### src/rtl/btn_input_ctrl.sv
`timescale 1ns/1ps
`default_nettype none
// ============================================================================
//  Module   : btn_input_ctrl
//  Purpose  : Player-input front end for the battleships board. Synchronizes
//             and debounces the five pushbuttons, turns the direction
//             buttons into a wrapped cursor position with auto-repeat, and
//             turns the centre button into a one-cycle fire pulse.
//  Ports    : clk        - system clock
//             rst_n      - asynchronous active-low reset
//             enable     - game active; low freezes cursor and pulses
//             btnU/D/L/R - raw direction buttons (asynchronous, bouncy)
//             btnC       - raw fire button
//             cursor_x   - current column (0..GRID_SIZE-1)
//             cursor_y   - current row    (0..GRID_SIZE-1)
//             fire_pulse - one-cycle pulse per accepted fire press
//             move_pulse - one-cycle pulse when the cursor moved
//  Revision : 1.0 - initial release
// ============================================================================
module btn_input_ctrl #(
  parameter int DEBOUNCE_CYCLES = 500000,
  parameter int REPEAT_DELAY    = 50000000,
  parameter int REPEAT_RATE     = 15000000,
  parameter int GRID_SIZE       = 10
) (
  input  logic       clk,
  input  logic       rst_n,
  input  logic       enable,
  input  logic       btnU,
  input  logic       btnD,
  input  logic       btnL,
  input  logic       btnR,
  input  logic       btnC,
  output logic [3:0] cursor_x,
  output logic [3:0] cursor_y,
  output logic       fire_pulse,
  output logic       move_pulse
);

  // Button lane indices inside the packed vectors below.
  localparam int BTN_U = 0;
  localparam int BTN_D = 1;
  localparam int BTN_L = 2;
  localparam int BTN_R = 3;
  localparam int BTN_C = 4;

  // One counter width serves every phase of the per-button FSM.
  localparam int CNT_MAX = (DEBOUNCE_CYCLES > REPEAT_DELAY) ?
                           ((DEBOUNCE_CYCLES > REPEAT_RATE) ? DEBOUNCE_CYCLES : REPEAT_RATE) :
                           ((REPEAT_DELAY > REPEAT_RATE) ? REPEAT_DELAY : REPEAT_RATE);
  localparam int CW      = $clog2(CNT_MAX + 1);

  localparam logic [CW-1:0] CNT_ONE = CW'(1);
  localparam logic [CW-1:0] DEB_C   = CW'(DEBOUNCE_CYCLES);
  localparam logic [CW-1:0] RD_C    = CW'(REPEAT_DELAY);
  localparam logic [CW-1:0] RR_C    = CW'(REPEAT_RATE);

  localparam logic [3:0] GRID_MAX = 4'(GRID_SIZE - 1);

  localparam logic [2:0] ST_IDLE         = 3'd0;
  localparam logic [2:0] ST_PRESS_WAIT   = 3'd1;
  localparam logic [2:0] ST_HELD         = 3'd2;
  localparam logic [2:0] ST_REPEAT       = 3'd3;
  localparam logic [2:0] ST_RELEASE_WAIT = 3'd4;

  logic [4:0] raw;
  logic [4:0] sync1;
  logic [4:0] sync2;
  logic [4:0] step;

  assign raw = {btnC, btnR, btnL, btnD, btnU};

  // Two-flop synchronizer on every raw button.
  always_ff @(posedge clk or negedge rst_n) begin
    if (!rst_n) begin
      sync1 <= '0;
      sync2 <= '0;
    end else begin
      sync1 <= raw;
      sync2 <= sync1;
    end
  end

  // --------------------------------------------------------------------------
  // Per-button debounce / auto-repeat FSM. step is a registered one-cycle
  // strobe so the cursor/fire registers below update the cycle after it.
  // --------------------------------------------------------------------------
  generate
    for (genvar i = 0; i < 5; i++) begin : g_btn
      localparam bit IS_DIR = (i != BTN_C);

      logic [2:0]    state;
      logic [CW-1:0] cnt;
      logic [CW-1:0] cnt_inc;
      logic          was_rep;
      logic          step_q;
      logic          s;

      assign s       = sync2[i];
      assign cnt_inc = cnt + CNT_ONE;
      assign step[i] = step_q;

      always_ff @(posedge clk or negedge rst_n) begin
        if (!rst_n) begin
          state   <= ST_IDLE;
          cnt     <= '0;
          was_rep <= 1'b0;
          step_q  <= 1'b0;
        end else begin
          step_q <= 1'b0;
          case (state)
            ST_IDLE: begin
              if (s) begin
                // The first high sample already counts towards the debounce.
                if (CNT_ONE == DEB_C) begin
                  state   <= ST_HELD;
                  step_q  <= 1'b1;
                  was_rep <= 1'b0;
                  cnt     <= '0;
                end else begin
                  state <= ST_PRESS_WAIT;
                  cnt   <= CNT_ONE;
                end
              end
            end

            ST_PRESS_WAIT: begin
              if (!s) begin
                state <= ST_IDLE;
                cnt   <= '0;
              end else if (cnt_inc == DEB_C) begin
                state   <= ST_HELD;
                step_q  <= 1'b1;
                was_rep <= 1'b0;
                cnt     <= '0;
              end else begin
                cnt <= cnt_inc;
              end
            end

            ST_HELD: begin
              if (!s) begin
                if (CNT_ONE == DEB_C) begin
                  state <= ST_IDLE;
                  cnt   <= '0;
                end else begin
                  state <= ST_RELEASE_WAIT;
                  cnt   <= CNT_ONE;
                end
              end else if (cnt_inc == RD_C) begin
                // Fire never repeats: it simply stays parked in HELD.
                cnt <= '0;
                if (IS_DIR) begin
                  state   <= ST_REPEAT;
                  was_rep <= 1'b1;
                end
              end else begin
                cnt <= cnt_inc;
              end
            end

            ST_REPEAT: begin
              if (!s) begin
                if (CNT_ONE == DEB_C) begin
                  state <= ST_IDLE;
                  cnt   <= '0;
                end else begin
                  state <= ST_RELEASE_WAIT;
                  cnt   <= CNT_ONE;
                end
              end else if (cnt_inc == RR_C) begin
                step_q <= 1'b1;
                cnt    <= '0;
              end else begin
                cnt <= cnt_inc;
              end
            end

            ST_RELEASE_WAIT: begin
              if (s) begin
                // Release bounce: resume the held phase silently.
                state <= was_rep ? ST_REPEAT : ST_HELD;
                cnt   <= '0;
              end else if (cnt_inc == DEB_C) begin
                state <= ST_IDLE;
                cnt   <= '0;
              end else begin
                cnt <= cnt_inc;
              end
            end

            default: begin
              state <= ST_IDLE;
              cnt   <= '0;
            end
          endcase
        end
      end
    end
  endgenerate

  // --------------------------------------------------------------------------
  // Cursor arithmetic. Opposing steps on one axis cancel (XOR); when only one
  // of the pair fires, the R/D step selects increment, otherwise decrement.
  // --------------------------------------------------------------------------
  logic       x_mv;
  logic       y_mv;
  logic [3:0] x_inc;
  logic [3:0] x_dec;
  logic [3:0] y_inc;
  logic [3:0] y_dec;
  logic [3:0] x_next;
  logic [3:0] y_next;

  assign x_mv   = step[BTN_R] ^ step[BTN_L];
  assign y_mv   = step[BTN_D] ^ step[BTN_U];
  assign x_inc  = (cursor_x == GRID_MAX) ? 4'd0 : cursor_x + 4'd1;
  assign x_dec  = (cursor_x == 4'd0) ? GRID_MAX : cursor_x - 4'd1;
  assign y_inc  = (cursor_y == GRID_MAX) ? 4'd0 : cursor_y + 4'd1;
  assign y_dec  = (cursor_y == 4'd0) ? GRID_MAX : cursor_y - 4'd1;
  assign x_next = step[BTN_R] ? x_inc : x_dec;
  assign y_next = step[BTN_D] ? y_inc : y_dec;

  always_ff @(posedge clk or negedge rst_n) begin
    if (!rst_n) begin
      cursor_x   <= 4'd0;
      cursor_y   <= 4'd0;
      fire_pulse <= 1'b0;
      move_pulse <= 1'b0;
    end else begin
      fire_pulse <= enable & step[BTN_C];
      move_pulse <= enable & (x_mv | y_mv);
      if (enable) begin
        if (x_mv) cursor_x <= x_next;
        if (y_mv) cursor_y <= y_next;
      end
    end
  end

endmodule
`default_nettype wire

### config.mk
export PLATFORM = sky130hd
export DESIGN_NAME = btn_input_ctrl
export DESIGN_NICKNAME = d
export VERILOG_FILES = /design/src/rtl/btn_input_ctrl.sv
export SDC_FILE = /design/constraint.sdc
export NUM_CORES = 1
export LEC_CHECK = 0
export BUFFER_PORTS_ARGS = -buffer_cell sky130_fd_sc_hd__buf_2
export CORE_UTILIZATION = 58
export DETAILED_ROUTE_END_ITERATION = 10
export PLACE_DENSITY = 0.74
export SYNTH_ARGS = -nofsm -noshare
export SYNTH_HDL_FRONTEND = slang
export SYNTH_SLANG_ARGS = --single-unit
### constraint.sdc
create_clock -name clk -period 5.7 [get_ports clk]
set_input_delay 0.285 -clock clk [delete_from_list [all_inputs] [get_ports clk]]
set_output_delay 0.285 -clock clk [all_outputs]
set_load 0.01 [all_outputs]
Word-level counts from Yosys, hierarchy flattened
Cells that the tools add are included.
Word-level totals
  bits of input ports: 8
  bits in registers: 174
  output and inout port bits: 10
  logic and storage cells: 282
Cells by class
  bitwise operators: 5
  multiplexer cells: 143
  equality and inequality tests: 77
  add/sub/neg operators: 9
  reductions and logical operators: 23
Operator list (count)
  26-bit two-way mux: 40
  26-bit one-hot mux with 5 select lines: 5
  26-bit by 1-bit adder with 26-bit output (second input constant): 5
  26-bit by 19-bit equality test with 1-bit output (second input constant): 5
  26-bit by 24-bit equality test with 1-bit output (second input constant): 5
  26-bit equality test (second input constant): 5
  3-bit two-way mux: 38
  3-bit one-hot mux with 5 select lines: 4
  2-bit inequality test (second input constant): 26
  3-bit inequality test (second input constant): 14
  1-bit two-way mux: 40
  5-bit AND reduction: 8
  3-bit by 2-bit equality test with 1-bit output (second input constant): 10
  4-bit two-way mux: 6
  1-bit one-hot mux with 2 select lines: 9
  3-bit by 1-bit equality test with 1-bit output (second input constant): 5
  3-bit equality test (second input constant): 5
  3-bit zero test: 5
  3-bit one-hot mux with 4 select lines: 1
  4-bit by 1-bit adder with 4-bit output (second input constant): 2
  4-bit equality test (second input constant): 2
  4-bit zero test: 2
  2-bit nonzero test: 4
  4-bit by 1-bit subtractor with 4-bit output (second input constant): 2
  6 further kinds: 9

Logic depth before layout (Yosys ltp)
Gate-level depths: netlist (run 1).
  depth in word-level cells: 5
  depth in mapped cells: 13
  depth with buffers taken out: 10

Least setup slack after synthesis (run 1)
Ideal clock, no wire load.
  path type: reg-to-reg
  start: reg g_btn[0].cnt[0]
  end: reg g_btn[0].cnt[5]
  clock period less this slack: 3.367 ns
  setup time: 0.131 ns
  path slack: 2.333 ns
  arrival: 3.235 ns
  data required time: 5.569 ns
  cell stages (with the launch flop): 13
  cells stage by stage: dfrtp_1 -> ha_1 -> nand4_1 -> or4_1 -> clkbuf_1 -> o31a_1 -> nor4b_2 -> nand4_1 -> o211ai_1 -> nand3_4 -> nor2_2 -> buf_4 -> o22ai_1
On the way
  longest elaborated chain between the ends: 5
Ends and longest elaborated chain
  start, declared: line 93  | logic [CW-1:0] cnt;
  start signal, assigned: line 137  | cnt <= cnt_inc;
  start signal, assigned: line 158  | cnt <= cnt_inc;
  start signal, assigned: line 175  | cnt <= cnt_inc;
  26-bit by 1-bit adder with 26-bit output (*): line 100  | assign cnt_inc = cnt + CNT_ONE;
  26-bit by 19-bit equality test with 1-bit output, or another cell as far along: line 131, 184
  26-bit two-way mux, on equally long branches (2 in a row)
  26-bit one-hot mux with 5 select lines (*): line 111  | case (state)
Every way passes the cells marked *; elsewhere a longest branch is shown, timed or not.
A chain may end at the register's enable or synchronous reset.

Worst setup path in the final report (run 1)
  start: reg g_btn[4].cnt[0]
  end: reg g_btn[4].cnt[12]
On the way
  longest elaborated chain between the ends: 5
Ends and longest elaborated chain (line)
  start, declared: 93
  start signal, assigned: 137
  start signal, assigned: 158
  start signal, assigned: 175
  26-bit by 1-bit adder with 26-bit output (*): 100
  26-bit by 19-bit equality test with 1-bit output, or another cell as far along: 131, 184
  26-bit two-way mux, on equally long branches (2 in a row)
  26-bit one-hot mux with 5 select lines (*): 111
Marked as above.

==> impl_results.md, run 1 <==
* Hold Path Class: in2reg
* WS Path Type: reg2reg
* CP bufs+invs at 1
* Core box area at between 0.02 and 0.025 mm2
* RSZ-0062 raised after global routing: false
* Placer Congestion at ~1.0
* Worst reg-to-reg path cell count at 11
* Initial antenna violation count at 0
* Peak Freq at about 0.23 GHz
* PortBufs at 17
* P_sw at around 0.84 mW
* Area grow syn2layout at 5.18%
* Crit-path slowest cell: or3_1
* CTS Sinks at 174
* CTS tree: done
* Num CTS Buffers at 17
* Period utilization at 0.777
* Placed insts at about 1,800
* Pwr Total at 2.89 mW
* Syn Nets at around 1,700
* Final Hold Fails at 0
* Die ar. at ~0.023 mm2
* Syn Inst Count at ~1,600
* Fin area at roughly 0.014 mm2
* Critical path data arrival time at ~4.7 ns
* Min-delay src: enable
* Die height at roughly 150 um
* Met1 Wirelength at between 15,000 and 20,000 um
* Vias in the first global route at between 10,000 and 15,000
* Startpoint types: flop
* PwrDens at about 210 mW/mm2
* Setup-failing EPs final at 0
* Starting Density at 0.593
* Share of power burned in registers at 0.470
* Post-cts sizing count at 0
* R2r startpoint: g_btn[4].cnt[0]
* NumNets Final at 1,585
* Async S/R FF share, synth at 1.00
* Tmin final at 4.43 ns
* Slew margin rel. at 0.252
* Worst clock skew at approximately 0.013 ns
* Share of cells above drive strength 1 at 0.0713
* Largest stage delay, worst path at 0.55 ns
* Seq/Total Area, Yosys at 0.337
* H-tree Lvls at 4
* Initial DRC count at around 1,300
* Antenna fix cells at 0
* Final HPWL DP at ~23,000 um
* Hold Crit Endpoint: fire_pulse
* Routed Antenna Nets at 0
* Final setup margin at around 1.3 ns
* Buffer count from post-CTS setup fixing at 0
* CTS root buf: clkbuf_16
* Top Family by Delay on Critical Path: simple AND/OR/NAND/NOR gates
* # rows at 54
* Reg2Reg Setup Slack at ~1.3 ns
* DRT Pass-1 Iters at 5
* Max-slew violation count at 0
* EDFF count, synth at 0
* Critical path peak fanout at 12
* Largest net degree at the start of global routing at between 100 and 150
* Syn Std Cell Area at roughly 0.013 mm2
* Pleak at roughly 5.1 nW
* Max-cap violations at 0
* Synth unique cells at 94
* Top Metal Used: met4
* CTS max path bufs at 2
* Fin cells at around 1,900
* Grt ovf at 0
* Critical Path Sink Type: flop
* Yosys reg bits at roughly 170
* Routed met2 length at around 15,000 um
* Final core occ at 0.623
* Post-synth top flop: dfrtp_1
* Chip Width at approximately 150 um
* Clock group share of total power at 0.405
* Setup total negative slack at 0 ns
* Worst-Margin Slew at ~1.1 ns
* Register clock-pin slew on the reported worst setup and hold paths at 0.07 ns
* Avg Cell Area, Syn at 7.88 um2
* Switching part of the total at 0.291
* Hold depth at 2
* Worst skew pair latency at between 0.4 and 0.5 ns
* Worst Path Required at about 6 ns
* CP cell instances: ha_1 > nand2_1 > or3_1 > or4_1 > a211oi_1 > nand4b_1 > o41a_1 > a21boi_1 > nor2_1 > buf_4 > o22ai_1
* Reg-to-Reg End: g_btn[4].cnt[12]
* Placed Instance Area at 0.0130 mm2
* Synthesis Warnings at 0
* Final hold slack at 0.165 ns
* First-pass GRT wire length at between 50,000 and 60,000 um
* # IOs at 18
* Power share of the combinational group at 0.125
* Power Internal at 2.05 mW
* Status: completed
* DRC viols at 0
* Global Route Usage Sum at 0.303
* Pre-CTS setup slack at between 1 and 1.5 ns
* Average vias per placed instance at 6.77
* DR WL met3 at 2210 um
* Via Count at about 13,000
* Routed len/inst at between 15 and 20 um
* Detailed Route WL at 33,500 um
* Peak VDD IR at between 0.2 and 0.3 mV
[cells in the final DEF (no fill, tap or decap), types with 31 or more instances in the layout]
cell	instances
nand2_1	198
nand3_1	87
a21oi_1	63
nor2_1	116
nor4_1	47
dfrtp_1	174
inv_1	45
a31oi_1	36
nor3_1	59
o21ai_0	110
and3_1	31
nand4_1	48
o22ai_1	36
[layer usage]
layer	vias to the layer above	global-route usage
met4	0	0.0890
met2	510	0.445
met1	6009	0.457
met3	51	0.0443
li1	6061	-
met5	-	0
[kinds of logic after synthesis]
group / count (synthesis) / synth area share
mux: 15 / 0.0120
fa+ha+maj: 5 / 0.00484
compound gates: 460 / 0.237
buf+inv: 168 / 0.0546
flops: 174 / 0.337
simple gates: 766 / 0.319
xor+xnor: 53 / 0.0359
[area by class of cell]
| cell class | instances | area (um2) |
|---|---|---|
| fillers | 1923 | 8220 |
| well taps | 280 | 350 |
| repair buffers | 34 | 236 |
| clock inverters | 12 | 136 |
| flip-flops and latches | 174 | 4350 |
| clock buffers | 20 | 447 |
| inverters | 46 | 173 |
| multi-input cells | 1299 | 7910 |
[worst max path at each step]
stage               slack [ns]  cells past startpoint                to             from
floorplan                 2.33                     12   g_btn[0].cnt[5]  g_btn[0].cnt[0]
global route              0.96                     11  g_btn[4].cnt[17]  g_btn[4].cnt[0]
finish                    1.27                     11  g_btn[4].cnt[12]  g_btn[4].cnt[0]
CTS                       1.36                     11  g_btn[4].cnt[12]  g_btn[4].cnt[0]
detailed placement        1.39                     11  g_btn[4].cnt[16]  g_btn[4].cnt[0]
global placement          1.48                     11  g_btn[4].cnt[18]  g_btn[4].cnt[0]
[flip-flops by register name, indices dropped and copies added (netlist names)]
register	cells
sync1	5
cursor_y	4
sync2	5
g_btn.step_q	5
fire_pulse	1
cursor_x	4
g_btn.was_rep	4
move_pulse	1
g_btn.state	15
g_btn.cnt	130
[power groups by stage]
stage	Combinational (mW)	Clock, mW	Sequential (mW)
2_1_floorplan	0.288	0	1.33
3_3_place_gp	0.348	0	1.38
3_5_place_dp	0.353	0	1.38
4_1_cts	0.360	1.20	1.36
5_1_grt	0.402	1.24	1.37
6_report	0.360	1.17	1.36
[synthesized netlist by cell type (all sizes together) (22+ instances only)]
cell type	count	area share
a21oi	63	0.024
or4	22	0.013
dfrtp	174	0.34
o22ai	37	0.018
clkbuf	78	0.023
xor2	23	0.016
inv	45	0.013
nor4	56	0.032
nand4	48	0.023
a31oi	36	0.017
o21ai	130	0.050
nor3	67	0.029
xnor2	30	0.020
o31ai	25	0.016
nor2	119	0.035
nand2	198	0.057
nand3	92	0.039
and3	31	0.015
buf	44	0.018
[repair_timing]
action | 4_1_cts | 5_1_grt
hold buffers | 6 | 0
endpoints found under the setup margin | 0 | 0
hold endpoints to repair | 63 | 0
(Power assumes the default switching activity.)
==> run 2, diff against run 1 <==
- PLACE_DENSITY: 0.74 -> 0.77
- clock period: 5.7 -> 4 ns (I/O delays scaled with it)
==> run 2 against run 1 <==
Net effect: clock-buffer cell count rose by 1; critical path depth fell by 1; via count rose by 3.1%; first-iteration DRC count fell by 2.6%; sequential power rose by 42%; register-to-register slack got worse by 1.1 ns; sequential share of layout area fell by 1.2 points; clock power rose by 45%; routed wire length rose by 4.8%; global-route usage rose by 0.77 points; highest routed layer unchanged.
==> impl_results.md, run 2 (synthesis gave the netlist of run 1 again) <==
* Status: completed
* Startpoint types: flop
* Share of cells above drive strength 1 at 0.107
* DR WL met3 at 2640 um
* Peak VDD IR at between 0.3 and 0.4 mV
* CTS tree: done
* DRC viols at 0
* Largest net degree at the start of global routing at about 120
* Antenna fix cells at 0
* Largest stage delay, worst path at 0.67 ns
* Setup total negative slack at 0 ns
* Register clock-pin slew on the reported worst setup and hold paths at around 0.070 ns
* First-pass GRT wire length at about 57,000 um
* Clock group share of total power at 0.404
* CTS root buf: clkbuf_16
* Met1 Wirelength at between 15,000 and 20,000 um
* Initial DRC count at 1,224
* Worst reg-to-reg path cell count at 10
* Hold depth at 2
* Average vias per placed instance at a little under 7
* Placed Instance Area at roughly 0.013 mm2
* Critical path peak fanout at 16
* Routed len/inst at about 18 um
* Via Count at 13,024
* Worst-Margin Slew at approximately 1.1 ns
* Routed met2 length at around 16,000 um
* Die height at around 150 um
* Final Hold Fails at 0
* # IOs at 18
* Global Route Usage Sum at 0.311
* Max-cap violations at 0
* R2r startpoint: g_btn[3].cnt[3]
* P_sw at around 1.2 mW
* Critical Path Sink Type: flop
* NumNets Final at roughly 1,600
* Power Internal at roughly 3.0 mW
* Reg with most FFs: g_btn.cnt
* Share of power burned in registers at 0.461
* Reg-to-Reg End: g_btn[3].cnt[14]
* Top Metal Used: met4
* Die ar. at roughly 0.023 mm2
* Hold Crit Endpoint: fire_pulse
* Starting Density at 0.593
* Chip Width at between 150 and 200 um
* Num CTS Buffers at 17
* Max-slew violation count at 0
* Crit-path slowest cell: or4_1
* Pwr Total at around 4.2 mW
* Worst clock skew at between 0.01 and 0.015 ns
* Top Registers: g_btn.cnt: 130 flops, g_btn.state: 15 flops
* PwrDens at slightly below 300 mW/mm2
* Most frequent cells in the layout: nand2_1 (198), dfrtp_1 (174), nor2_1 (116)
* Critical path data arrival time at around 4.2 ns
* CTS max path bufs at 2
* Reg2Reg Setup Slack at 0.18 ns
* Core box area at 0.0218 mm2
* Setup-failing EPs final at 0
* PortBufs at 17
* Routed Antenna Nets at 0
* Pleak at 5.42 nW
* Period utilization at 0.956
* Vias in the first global route at 11,404
* Detailed Route WL at ~35,000 um
* Power share of the combinational group at 0.136
* H-tree Lvls at 4
* RSZ-0062 raised after global routing: false
* Slew margin rel. at 0.282
* Final HPWL DP at around 25,000 um
* WS Path Type: reg2reg
* Most common cell after layout, fill and taps aside: nand2_1
* Initial antenna violation count at 0
* Layout filler cell count at between 1,500 and 2,000
* DRT Pass-1 Iters at 6
* # rows at 54
* Placer Congestion at between 0.9 and 1
* Worst Path Required at around 4.3 ns
* Switching part of the total at 0.291
* Area grow syn2layout at 9.14%
* Hold Path Class: in2reg
* Grt ovf at 0
* Worst skew pair latency at about 0.44 ns
* Fin area at ~0.014 mm2
* CTS Sinks at 174
* Min-delay src: enable
* Max reg flops at 130
* CP cell instances: and4_1 > nand3_1 > nor3_1 > xor2_1 > or4_1 > nor4_2 > a21oi_1 > buf_4 > a211o_1 > and3_1
* Tmin final at 3.82 ns
* Peak Freq at around 0.26 GHz
## run 2: cell type report
cell class                      instances  area (um2)  area share
Clock buffer                           21         460      0.0326
Clock inverter                         10         126     0.00895
Inverter                               46         173      0.0122
Multi-Input combinational cell       1300        7960       0.563
Sequential cell                       174        4350       0.308
Tap cell                              280         350      0.0248
Timing Repair Buffer                   94         699      0.0495
## run 2: worst max-delay path by stage
stage | startpoint | end | slack [ns] | cells after the start
after floorplan | g_btn[0].cnt[0] | g_btn[0].cnt[5] | 0.63 | 12
after global placement | g_btn[2].cnt[4] | g_btn[2].cnt[13] | 0.16 | 10
after detailed placement | g_btn[0].cnt[0] | g_btn[0].cnt[19] | 0.12 | 10
after CTS | g_btn[0].cnt[0] | g_btn[0].cnt[19] | 0.09 | 10
after global routing | g_btn[1].cnt[0] | g_btn[1].cnt[3] | 0.009 | 10
final | g_btn[3].cnt[3] | g_btn[3].cnt[14] | 0.18 | 10
## run 2: through the flow
stage               setup WS, ns  std cells  utilization  hold slack, ns
global route             0.00877       1925        0.647          0.0613
global placement           0.165       1885        0.615           0.308
finish                     0.178       1925        0.647          0.0448
CTS                       0.0885       1922        0.644          0.0555
detailed placement         0.118       1885        0.615           0.309
floorplan                  0.633       1641            -         -0.0956
## run 2: per-layer routing
| metal | up-vias | GRT usage |
|---|---|---|
| li1 | 6177 | - |
| met1 | 6207 | 0.447 |
| met2 | 564 | 0.470 |
| met3 | 76 | 0.0476 |
| met4 | 0 | 0.113 |
| met5 | - | 0 |
## run 2: worst max-delay path: cells and delay by family (launching register included)
| family | cells | cell delay, ns |
|---|---|---|
| compound gates | 2 | 0.55 |
| buf+inv | 1 | 0.29 |
| simple gates | 6 | 2.15 |
| flops | 1 | 0.49 |
| xor+xnor | 1 | 0.22 |
## run 2: power by group through the flow
stage	Sequential [mW]	Combinational, mW	Clock (mW)
finish	1.93	0.569	1.70
global route	1.95	0.627	1.80
CTS	1.93	0.555	1.72
detailed placement	1.96	0.546	0
global placement	1.95	0.530	0
floorplan	1.90	0.411	0
## run 2: timing repair
item                                    in CTS  in global routing
setup buffers                                0                  2
hold endpoints to repair                   123                  0
gates resized for setup                      0                  6
hold buffers                                 6                  0
endpoints found under the setup margin       0                 76
